$ cat src/rtl/fixed_to_floating_pipelined.sv
// rtl/fixed_to_floating_pipelined.sv - 3-stage streaming fixed-point to float converter
// Stages: magnitude, leading-one normalise, round/pack; the whole pipe freezes on output stall.
module fixed_to_floating_pipelined #(
  parameter int DATA_WIDTH = 32,
  parameter int E          = 8,
  parameter int M          = 23,
  parameter int bias       = 2**(E-1)-1,
  parameter int INTEGER    = 10,
  parameter int FRACTION   = 22,
  parameter int SIGNED     = 1
) (
  input  logic                  clk,
  input  logic                  reset,
  input  logic                  in_valid,
  output logic                  in_ready,
  input  logic [DATA_WIDTH-1:0] fixed_point_input,
  input  logic                  rnd_mode,
  output logic                  out_valid,
  input  logic                  out_ready,
  output logic [DATA_WIDTH-1:0] floating_point_output
);

  localparam int W  = DATA_WIDTH;
  localparam int PW = $clog2(W);
  localparam int G  = W - 2 - M;
  localparam int FRAC_BITS = (INTEGER + FRACTION == DATA_WIDTH) ? FRACTION : DATA_WIDTH - INTEGER;
  localparam logic [E-1:0] EXP_OFFSET = E'(bias - FRAC_BITS);

  logic stall;
  logic ready_en;
  logic take;

  assign stall    = out_valid & ~out_ready;
  assign in_ready = ready_en & ~stall;
  assign take     = in_valid & in_ready;

  // Stage 1: sign and magnitude; the most negative input negates to 2^(W-1) unsigned.
  logic         sign_in;
  logic [W-1:0] mag_in;
  logic         v1, sign1, rnd1;
  logic [W-1:0] mag1;

  always_comb begin
    sign_in = (SIGNED != 0) & fixed_point_input[W-1];
    mag_in  = sign_in ? (~fixed_point_input + W'(1)) : fixed_point_input;
  end

  always_ff @(posedge clk or posedge reset) begin
    if (reset) begin
      ready_en <= 1'b0;
      v1       <= 1'b0;
      sign1    <= 1'b0;
      rnd1     <= 1'b0;
      mag1     <= '0;
    end else begin
      ready_en <= 1'b1;
      if (!stall) begin
        v1 <= take;
        if (take) begin
          sign1 <= sign_in;
          rnd1  <= rnd_mode;
          mag1  <= mag_in;
        end
      end
    end
  end

  // Stage 2: leading-one position, normalising shift and biased exponent.
  logic [PW-1:0] lod_pos;
  logic [W-1:0]  norm_c;
  logic [E-1:0]  exp_c;
  logic          v2, sign2, rnd2, zero2;
  logic [W-2:0]  norm2;
  logic [E-1:0]  exp2;

  always_comb begin
    lod_pos = '0;
    for (int i = 0; i < W; i++) begin
      if (mag1[i]) lod_pos = PW'(i);
    end
    norm_c = mag1 << (PW'(W-1) - lod_pos);
    exp_c  = E'(lod_pos) + EXP_OFFSET;
  end

  always_ff @(posedge clk or posedge reset) begin
    if (reset) begin
      v2    <= 1'b0;
      sign2 <= 1'b0;
      rnd2  <= 1'b0;
      zero2 <= 1'b0;
      norm2 <= '0;
      exp2  <= '0;
    end else if (!stall) begin
      v2 <= v1;
      if (v1) begin
        sign2 <= sign1;
        rnd2  <= rnd1;
        zero2 <= ~|mag1;
        norm2 <= norm_c[W-2:0];
        exp2  <= exp_c;
      end
    end
  end

  // Stage 3: round. Small magnitudes shift zeros into guard/sticky, so they never round.
  logic [M-1:0] mant;
  logic         guard, sticky, inc;
  logic [M:0]   mant_sum;
  logic [E-1:0] exp_out;
  logic [W-1:0] result;

  always_comb begin
    mant     = norm2[W-2 -: M];
    guard    = norm2[G];
    sticky   = |norm2[G-1:0];
    inc      = ~rnd2 & guard & (sticky | mant[0]);
    mant_sum = {1'b0, mant} + {{M{1'b0}}, inc};
    exp_out  = exp2 + {{(E-1){1'b0}}, mant_sum[M]};
    result   = zero2 ? '0 : {sign2, exp_out, mant_sum[M-1:0]};
  end

  always_ff @(posedge clk or posedge reset) begin
    if (reset) begin
      out_valid             <= 1'b0;
      floating_point_output <= '0;
    end else if (!stall) begin
      out_valid <= v2;
      if (v2) floating_point_output <= result;
    end
  end

endmodule

$ cat config.mk
export PLATFORM = sky130hd
export DESIGN_NAME = fixed_to_floating_pipelined
export DESIGN_NICKNAME = d
export VERILOG_FILES = /design/src/rtl/fixed_to_floating_pipelined.sv
export SDC_FILE = /design/constraint.sdc
export NUM_CORES = 1
export LEC_CHECK = 0
export CORE_ASPECT_RATIO = 0.75
export CORE_MARGIN = 2
export CORE_UTILIZATION = 55
export CTS_CLUSTER_SIZE = 24
export DETAILED_ROUTE_END_ITERATION = 16
export PLACE_DENSITY = 0.83
export SLEW_MARGIN = 20
export SYNTH_ARGS = -nofsm -noshare
export SYNTH_HDL_FRONTEND = slang
export SYNTH_SLANG_ARGS = --single-unit
$ cat constraint.sdc
create_clock -name clk -period 7.6 [get_ports clk]
set_input_delay 1.14 -clock clk [delete_from_list [all_inputs] [get_ports clk]]
set_output_delay 1.14 -clock clk [all_outputs]
set_load 0.05 [all_outputs]
Word-level counts from Yosys, hierarchy flattened. Cells that the tools add are included. W data, S select, Z words.

Add/subtract/negate cells: 5. Shift operators: 1. Muxes and demuxes: 33. Bitwise operators: 10. Reductions and logical operators: 6.

Operators with widths (count): $mux W5 (30); $mux W32 (2); $add A32 B1 Y32 const B (1); $not A32 Y32 (1); $reduce_or A32 Y1 (1); $shl A32 B5 Y31 (1); $add A23 B1 Y24 (1); $add A5 B7 Y8 const B (1); $add A8 B1 Y8 (1); $reduce_or A7 Y1 (1); $reduce_and A2 Y1 (3); $and A1 B1 Y1 (5); $sub A5 B5 Y5 const A (1); $not A1 Y1 (3); $logic_not A1 Y1 (1); $mux W1 (1); $or A1 B1 Y1 (1).

Register bits after elaboration: 112. Input port bits: 37. Output and inout port bits: 34.

Longest topological paths before layout. Gate-level depths: netlist (run 1).

Word-level depth: 33. Mapped depth: 13.

Worst setup path before layout (run 1). No wires, ideal clock.

Kind: input to register. Start: input fixed_point_input[8]. End: register mag1[30]. Setup time: 133 ps. Arrival: 3369 ps. Required time: 7467 ps. Slack: 4098 ps. Stages on the path: 9. Cell sequence: or4_4 > or4_4 > or3_4 > nand2b_4 > nand2b_4 > nand2b_4 > o41ai_4 > xor2_1 > o21ai_1.

Word-level cells in the longest chain between the ends: 3.

RTL lines: start: declaration (line 16) `input logic [DATA_WIDTH-1:0] fixed_point_input,`; $not A32 Y32 (line 45) `mag_in = sign_in ? (~fixed_point_input + W'(1)) : fixed_point_input;`; $add A32 B1 Y32 (line 45); $mux W32 (line 45); end signal: assignment (line 62) `mag1 <= mag_in;`; end: declaration (line 41) `logic [W-1:0] mag1;`.

No other way between the ends. A chain may end at the register's enable or synchronous reset.

Worst setup path after layout (run 1).
Start: register mag1[12]. End: register norm2[21].

Word-level cells in the longest chain between the ends: 22.

RTL lines: $mux W5 (20 in a row) (line 79) `if (mag1[i]) lod_pos = PW'(i);`; $sub A5 B5 Y5 (line 81) `norm_c = mag1 << (PW'(W-1) - lod_pos);`; $shl A32 B5 Y31 * (line 81); end signal: assignment (line 99) `norm2 <= norm_c[W-2:0];`; end: declaration (line 73) `logic [W-2:0] norm2;`.

Every way passes the cells marked *; elsewhere a longest branch is shown, timed or not.

==> reports/results.txt, run 1 <==
global-route wire length before repair -> 31.8 mm
Critical Path Start -> mag1[12]$_DFFE_PP0P_
setup repair bufs after CTS -> 0
clock tree sinks -> 112
Pleak -> 3.60 nW
ys async rst share -> 100%
Num CTS Buffers -> 9
RePlAce Congestion -> 0.974
syn_area_per_cell -> 8.60 µm²
initial antenna violation count -> 0
Cell Area, Synth -> 7470 µm²
top_reg_cell synth -> dfrtp_1
Yosys cell types -> 73
# port buffers -> 70
gr ovfl total -> 0
Setup-failing EPs final -> 0
deepest clock path buffer count -> 2
antenna cell count -> 0
Critical Path Source Type -> flip-flop
synth top area cells -> dfrtp_1, mux2i_1, nand2_1
final hold slack -> 477 ps
Cell Rows -> 36
cells after synthesis -> 869
CTS hold repair buffers -> 0
DRC violation total after the first TritonRoute iteration -> 806
synth warn -> 0
clock latency on the worst-skew pair -> 360 ps
Synth Net Count -> 911
CTS resizes -> 0
CP Capture Type -> flip-flop
Max Slew Vio Count -> 0
RSZ-0062 raised after global routing -> no
Clock Skew -> 12.3 ps
Starting Density -> 57.0%
worst endpoint required time -> 7850 ps
post-DP HPWL -> 13.6 mm
share of layout cells above drive strength 1 -> 6.44%
pwr dens -> 374 nW/µm²
final WL -> 18.9 mm
global-route usage over all layers -> 26.7%
crit path DAT -> 4210 ps
Final Cycle Share -> 52.1%
crit path kind -> reg -> reg
number of synthesized register bits -> 112
slew of the pin with the lowest slew margin -> 1050 ps
Die H -> 105 µm
largest net degree at the start of global routing -> 68
vias in the first global route -> 6248
Post-synth EDFFs -> 0
highest net fanout along the worst path -> 33
CTS tree -> built
Area Overhead vs Synth -> 13.6%
die width -> 139 µm
worst r2r src -> mag1[12]$_DFFE_PP0P_
Post-route DRC -> 0
critical path endpoint -> norm2[21]$_DFFE_PP0P_
routed len/inst -> 17.7 µm
I/O pins -> 71
post-route ant nets -> 0
setup TNS -> 0 ps
minimum clock period after layout -> 3960 ps
worst vdd ir -> 0.000257 V
total power -> 0.00318 W
hold crit path type -> reg -> reg
share of the yosys chip area belonging to registers -> 37.5%
reg-to-reg endpoint -> norm2[21]$_DFFE_PP0P_
final net count -> 937
post-synth top area share -> 37.5%
DR vias -> 6689
Max transition margin -> 29.5%
CP peak stage delay -> 610 ps
max-cap violations -> 0
first-pass iteration count of the detailed router -> 6
post-synth top area cell -> dfrtp_1
crit path cell chain -> or3_1 > a221o_1 > a21oi_1 > o221ai_1 > buf_4 > inv_2 > mux4_2 > a22oi_1 > nor2_1 > o22a_1
# H-tree levels -> 3
Avg Vias per Cell -> 6.25
CORE AREA -> 13100 µm²
outcome -> complete, no violations
reg-to-reg slack, setup -> 3640 ps
root buf cell -> clkbuf_16
fmax -> 0.253 GHz
Worst Reg-to-Reg Cells -> 10
Final Hold Viols -> 0
slowest CP cell -> inv_2
Die ar. -> 14500 µm²
CTS clk-pin slew, worst paths -> 80 ps
-- per-layer routing --
metal  up-vias  global-route usage [%]  wire [µm]
met2       258                    41.3       8570
met1      3239                    38.6       8660
met5         -                       0          0
li1       3164                       -          -
met3        28                    5.87       1440
met4         0                    6.05        264
-- Yosys cell counts (5+ instances only) --
| library cell | instances |
|---|---|
| o41ai_1 | 5 |
| a21oi_1 | 29 |
| a211oi_1 | 6 |
| nand4_1 | 8 |
| xnor2_1 | 17 |
| nor4_1 | 15 |
| o221ai_1 | 9 |
| mux2i_1 | 59 |
| o21ai_0 | 66 |
| nand2b_1 | 12 |
| nand2_1 | 147 |
| a31oi_1 | 8 |
| o22ai_1 | 8 |
| nor2b_1 | 6 |
| buf_2 | 9 |
| mux2_2 | 9 |
| o31ai_1 | 14 |
| a22o_1 | 5 |
| o211ai_1 | 10 |
| or3_1 | 5 |
| nor2_1 | 59 |
| nand3_1 | 16 |
| clkbuf_1 | 45 |
| nor3_1 | 16 |
| ha_1 | 5 |
| o21ai_1 | 25 |
| xor2_1 | 42 |
| a21o_1 | 9 |
| dfrtp_1 | 112 |
| inv_1 | 13 |
-- registers in the layout (all words and copies together) (netlist names) --
register,cells
rnd2,1
floating_point_output,32
v2,1
sign1,1
rnd1,1
sign2,1
ready_en,1
v1,1
norm2,31
exp2,8
mag1,32
zero2,1
out_valid,1
-- through the flow --
stage | util (%) | std cells | instance area, µm² | setup WS, ps
global placement | 62.2 | 1054 | 8160 | 3490
global route | 64.8 | 1071 | 8490 | 3480
floorplan | - | 869 | 7470 | 3500
detailed placement | 62.2 | 1054 | 8160 | 3400
finish | 64.8 | 1071 | 8490 | 3640
CTS | 64.6 | 1070 | 8470 | 3650
-- layout by cell type (no fill, tap or decap), drive strengths merged, types with 4 or more instances in the layout --
cell and count:
nand2 147, dfrtp 112, o21ai 92, clkdlybuf4s50 69
mux2i 59, nor2 59, xor2 42, a21oi 30
inv 19, xnor2 17, nor3 16, nand3 16
nor4 15, o31ai 15, nand2b 15, o211ai 12
mux2 10, o221ai 9, a21o 9, clkbuf 9
a31oi 9, buf 9, o22ai 8, nand4 8
nor2b 6, a211oi 6, or3 6, o41ai 6
a22o 5, ha 5, and2 5, or4 5
or2 5, o22a 4, and3 4
-- worst min path at each step --
| stage | start | to | slack [ps] | cells past startpoint |
|---|---|---|---|---|
| after detailed placement | v2$_DFFE_PP0N_ | out_valid$_DFFE_PP0N_ | 460 | 2 |
| after global routing | rnd1$_DFFE_PP0P_ | rnd2$_DFFE_PP0P_ | 500 | 2 |
| final | floating_point_output[25]$_DFFE_PP0P_ | floating_point_output[25]$_DFFE_PP0P_ | 480 | 2 |
| after global placement | v2$_DFFE_PP0N_ | out_valid$_DFFE_PP0N_ | 450 | 2 |
| after CTS | v2$_DFFE_PP0N_ | out_valid$_DFFE_PP0N_ | 480 | 2 |
| after floorplan | sign1$_DFFE_PP0P_ | sign2$_DFFE_PP0P_ | 430 | 2 |
-- power by group --
part / internal, W / leakage (nW) / total [W] / switching, W
Clock: 0.000237 / 0.150 / 0.000488 / 0.000251
Sequential: 0.000810 / 1.39 / 0.00104 / 0.000234
Combinational: 0.000616 / 2.06 / 0.00165 / 0.00103
Total: 0.00166 / 3.60 / 0.00318 / 0.00151
-- cell type report --
cell class | count | area [µm²]
clock buffer | 9 | 225
clock inverter | 7 | 81.3
fill | 1117 | 4620
inverter | 15 | 58.8
multi-input combinational | 679 | 4330
sequential | 112 | 2800
tap | 171 | 214
timing repair buffer | 78 | 776
-- cells by family (layout without fill, tap and decap cells) --
family | Yosys count | after routing | synth area share (%)
AO/OA/AOI/OAI | 233 | 233 | 20.9
buffers and inverters | 78 | 109 | 4.57
AND/OR/NAND/NOR | 310 | 310 | 19.2
adder cells (fa/ha/maj) | 5 | 5 | 0.837
XOR/XNOR | 59 | 59 | 6.92
flip-flops | 112 | 112 | 37.5
other | 1 | 1 | 0.0502
multiplexers | 71 | 71 | 10.0
-- critical path: cells and delay by family (launching register included) --
| kind | cells | cell delay (ps) |
|---|---|---|
| DFF | 1 | 480 |
| and+or+nand+nor | 2 | 540 |
| AOI/OAI and AO/OA | 5 | 1340 |
| muxes | 1 | 590 |
| buffers and inverters | 2 | 860 |
No activity file was read; power rests on OpenSTA's default activity.
==> inputs of run 2 (changes only) <==
==> constraint.sdc (replaced) <==
create_clock -name clk -period 4.15 [get_ports clk]
set_input_delay 0.6225 -clock clk [delete_from_list [all_inputs] [get_ports clk]]
set_output_delay 0.6225 -clock clk [all_outputs]
set_load 0.05 [all_outputs]
==> run 2 against run 1 <==
  * Non-clock buffer count is 14 higher
  * Combinational power is 85% higher
  * Clock skew is 4.8 ps lower
  * Fmax is 19% higher
  * Via count is 0.67% higher
  * Worst hold slack better by 2.9 ps
  * Critical path depth is 1 lower
  * Wire length is 0.55% higher
  * Cell count is 1.3% higher
  * Highest routed layer unchanged
==> reports/results.txt, run 2 (same netlist as run 1, synthesis figures left out) <==
Starting Density -> 57.0% (unchanged)
RSZ-0062 raised after global routing -> no (unchanged)
RePlAce Congestion -> 0.956 (was 0.974)
# port buffers -> 70 (unchanged)
total power -> 0.00582 W (was 0.00318 W)
slew of the pin with the lowest slew margin -> 921 ps (was 1050 ps)
Num CTS Buffers -> 9 (unchanged)
max-cap violations -> 0 (unchanged)
Post-route DRC -> 0 (unchanged)
initial antenna violation count -> 0 (unchanged)
setup TNS -> 0 ps (unchanged)
die width -> 139 µm (unchanged)
Clock power frac -> 14.5% (was 15.3%)
hold crit path type -> reg -> reg (unchanged)
pwr dens -> 678 nW/µm² (was 374 nW/µm²)
DR vias -> 6734 (was 6689)
vias in the first global route -> 6232 (was 6248)
crit path kind -> reg -> reg (unchanged)
# placed instances -> 1069 (was 1054)
Max Slew Vio Count -> 0 (unchanged)
crit path DAT -> 3560 ps (was 4210 ps)
CTS hold repair buffers -> 0 (unchanged)
global-route usage over all layers -> 26.8% (was 26.7%)
post-DP HPWL -> 13.9 mm (was 13.6 mm)
Pleak -> 3.66 nW (was 3.60 nW)
CP Capture Type -> flip-flop (unchanged)
internal power -> 0.00308 W (was 0.00166 W)
Most common cell on crit path -> mux2i_1
share of layout cells above drive strength 1 -> 7.66% (was 6.44%)
CORE AREA -> 13100 µm² (unchanged)
Comb power frac -> 52.5% (was 51.8%)
final hold slack -> 480 ps (was 477 ps)
Critical Path Source Type -> flip-flop (unchanged)
switching power total -> 0.00273 W (was 0.00151 W)
Largest regs -> floating_point_output x32, mag1 x32, norm2 x31 (unchanged)
largest net degree at the start of global routing -> 94 (was 68)
CTS resizes -> 0 (unchanged)
Die H -> 105 µm (unchanged)
slowest CP cell -> or4_4 (was inv_2)
global-route wire length before repair -> 32.1 mm (was 31.8 mm)
fmax -> 0.301 GHz (was 0.253 GHz)
# H-tree levels -> 3 (unchanged)
antenna cell count -> 0 (unchanged)
met2 usage -> 41.1% (was 41.3%)
Switching Share -> 47.0% (was 47.7%)
I/O pins -> 71 (unchanged)
GRT busiest layer -> met2 (unchanged)
Die ar. -> 14500 µm² (unchanged)
most frequent cells in the layout -> nand2_1, dfrtp_1, clkdlybuf4s50_1, o21ai_0 (unchanged)
minimum clock period after layout -> 3320 ps (was 3960 ps)
Area Overhead vs Synth -> 14.8% (was 13.6%)
DRC violation total after the first TritonRoute iteration -> 867 (was 806)
CTS tree -> built (unchanged)
Final Cycle Share -> 80.1% (was 52.1%)
met3 GRT Util -> 5.32% (was 5.87%)
CP peak stage delay -> 580 ps (was 610 ps)
first-pass iteration count of the detailed router -> 5 (was 6)
CTS clk-pin slew, worst paths -> 80 ps (about the same)
final WL -> 19.0 mm (was 18.9 mm)
worst vdd ir -> 0.000426 V (was 0.000257 V)
filler instances -> 1103 (was 1117)
post-route ant nets -> 0 (unchanged)
gr ovfl total -> 0 (unchanged)
Seq pwr share -> 32.9% (was 32.8%)
met1 Usage GRT -> 39.8% (was 38.6%)
Setup-failing EPs final -> 0 (unchanged)
Final Hold Viols -> 0 (unchanged)
deepest clock path buffer count -> 2 (unchanged)
setup repair bufs after CTS -> 0 (unchanged)
reg-to-reg slack, setup -> 830 ps (was 3640 ps)
root buf cell -> clkbuf_16 (unchanged)
highest net fanout along the worst path -> 17 (was 33)
clock tree sinks -> 112 (unchanged)
crit path cell chain -> or4_4 > o211a_1 > o21ai_4 > buf_4 > mux2i_1 > mux2i_1 > mux2i_1 > o221ai_1 > o32a_1 (was or3_1 > a221o_1 > a21oi_1 > o221ai_1 > buf_4 > inv_2 > mux4_2 > a22oi_1 > nor2_1 > o22a_1)
most common cell after layout, fill and taps aside -> nand2_1 (unchanged)
final net count -> 951 (was 937)
Max transition margin -> 38.4% (was 29.5%)
worst endpoint required time -> 4390 ps (was 7850 ps)
Avg Vias per Cell -> 6.21 (was 6.25)
outcome -> complete, no violations (unchanged)
routed len/inst -> 17.6 µm (was 17.7 µm)
clock latency on the worst-skew pair -> 360 ps (about the same)
Cell Rows -> 36 (unchanged)
Non-Filler Instances -> 1085 (was 1071)
Clock Skew -> 7.49 ps (was 12.3 ps)
==> run 2: cell types whose count changed in the layout (fill, tap and decap cells not counted) <==
| cell | before | now |
|---|---|---|
| clkbuf_8 | 0 | 1 |
| inv_8 | 2 | 1 |
| buf_12 | 0 | 2 |
| clkinv_8 | 1 | 0 |
| buf_4 | 7 | 20 |
| inv_12 | 1 | 0 |
| buf_16 | 1 | 0 |
| clkbuf_1 | 0 | 2 |
==> run 2: metrics by stage <==
step / instance area (µm²) / util, % / setup slack, ps
floorplan: 7470 / - / 568
global placement: 8300 / 63.3 / 591
detailed placement: 8300 / 63.3 / 523
CTS: 8580 / 65.5 / 880
global route: 8580 / 65.4 / 680
finish: 8580 / 65.4 / 827
==> run 2: power groups by stage <==
stage | Sequential (W) | Clock (W) | Combinational [W]
detailed placement | 0.00193 | 0 | 0.00300
global placement | 0.00192 | 0 | 0.00296
floorplan | 0.00227 | 0 | 0.00177
finish | 0.00192 | 0.000846 | 0.00305
global route | 0.00198 | 0.000898 | 0.00328
CTS | 0.00191 | 0.000854 | 0.00302
==> run 2: per-layer routing <==
metal  vias up  wire length, µm
met3        25             1640
met5         -                0
li1       3193                -
met2       273             8500
met1      3243             8680
met4         0              218
==> run 2: area by class of cell <==
class | instances | area [µm²] | share of cell area, %
Tap cell | 171 | 214 | 2.49
Inverter | 15 | 58.8 | 0.686
Multi-Input combinational cell | 679 | 4330 | 50.5
Sequential cell | 112 | 2800 | 32.7
Clock inverter | 4 | 37.5 | 0.438
Timing Repair Buffer | 92 | 886 | 10.3
Clock buffer | 12 | 246 | 2.87
==> run 2: path summary, 6_finish.rpt <==
kind,startpoint,cells after the start,end
hold / removal,v2$_DFFE_PP0N_,2,out_valid$_DFFE_PP0N_
hold reg to reg,v2$_DFFE_PP0N_,2,out_valid$_DFFE_PP0N_
min in group asynchronous,reset,2,ready_en$_DFF_PP0_
setup reg to reg,mag1[8]$_DFFE_PP0P_,9,norm2[22]$_DFFE_PP0P_
setup / recovery,mag1[8]$_DFFE_PP0P_,9,norm2[22]$_DFFE_PP0P_
max in group asynchronous,reset,3,mag1[15]$_DFFE_PP0P_
==> run 2: worst max-delay path, delay by kind of cell (launching register included) <==
family	cells	cell delay, ps
AO/OA/AOI/OAI	4	1170
flip-flops	1	460
buffers and inverters	1	330
AND/OR/NAND/NOR	1	580
multiplexers	3	660
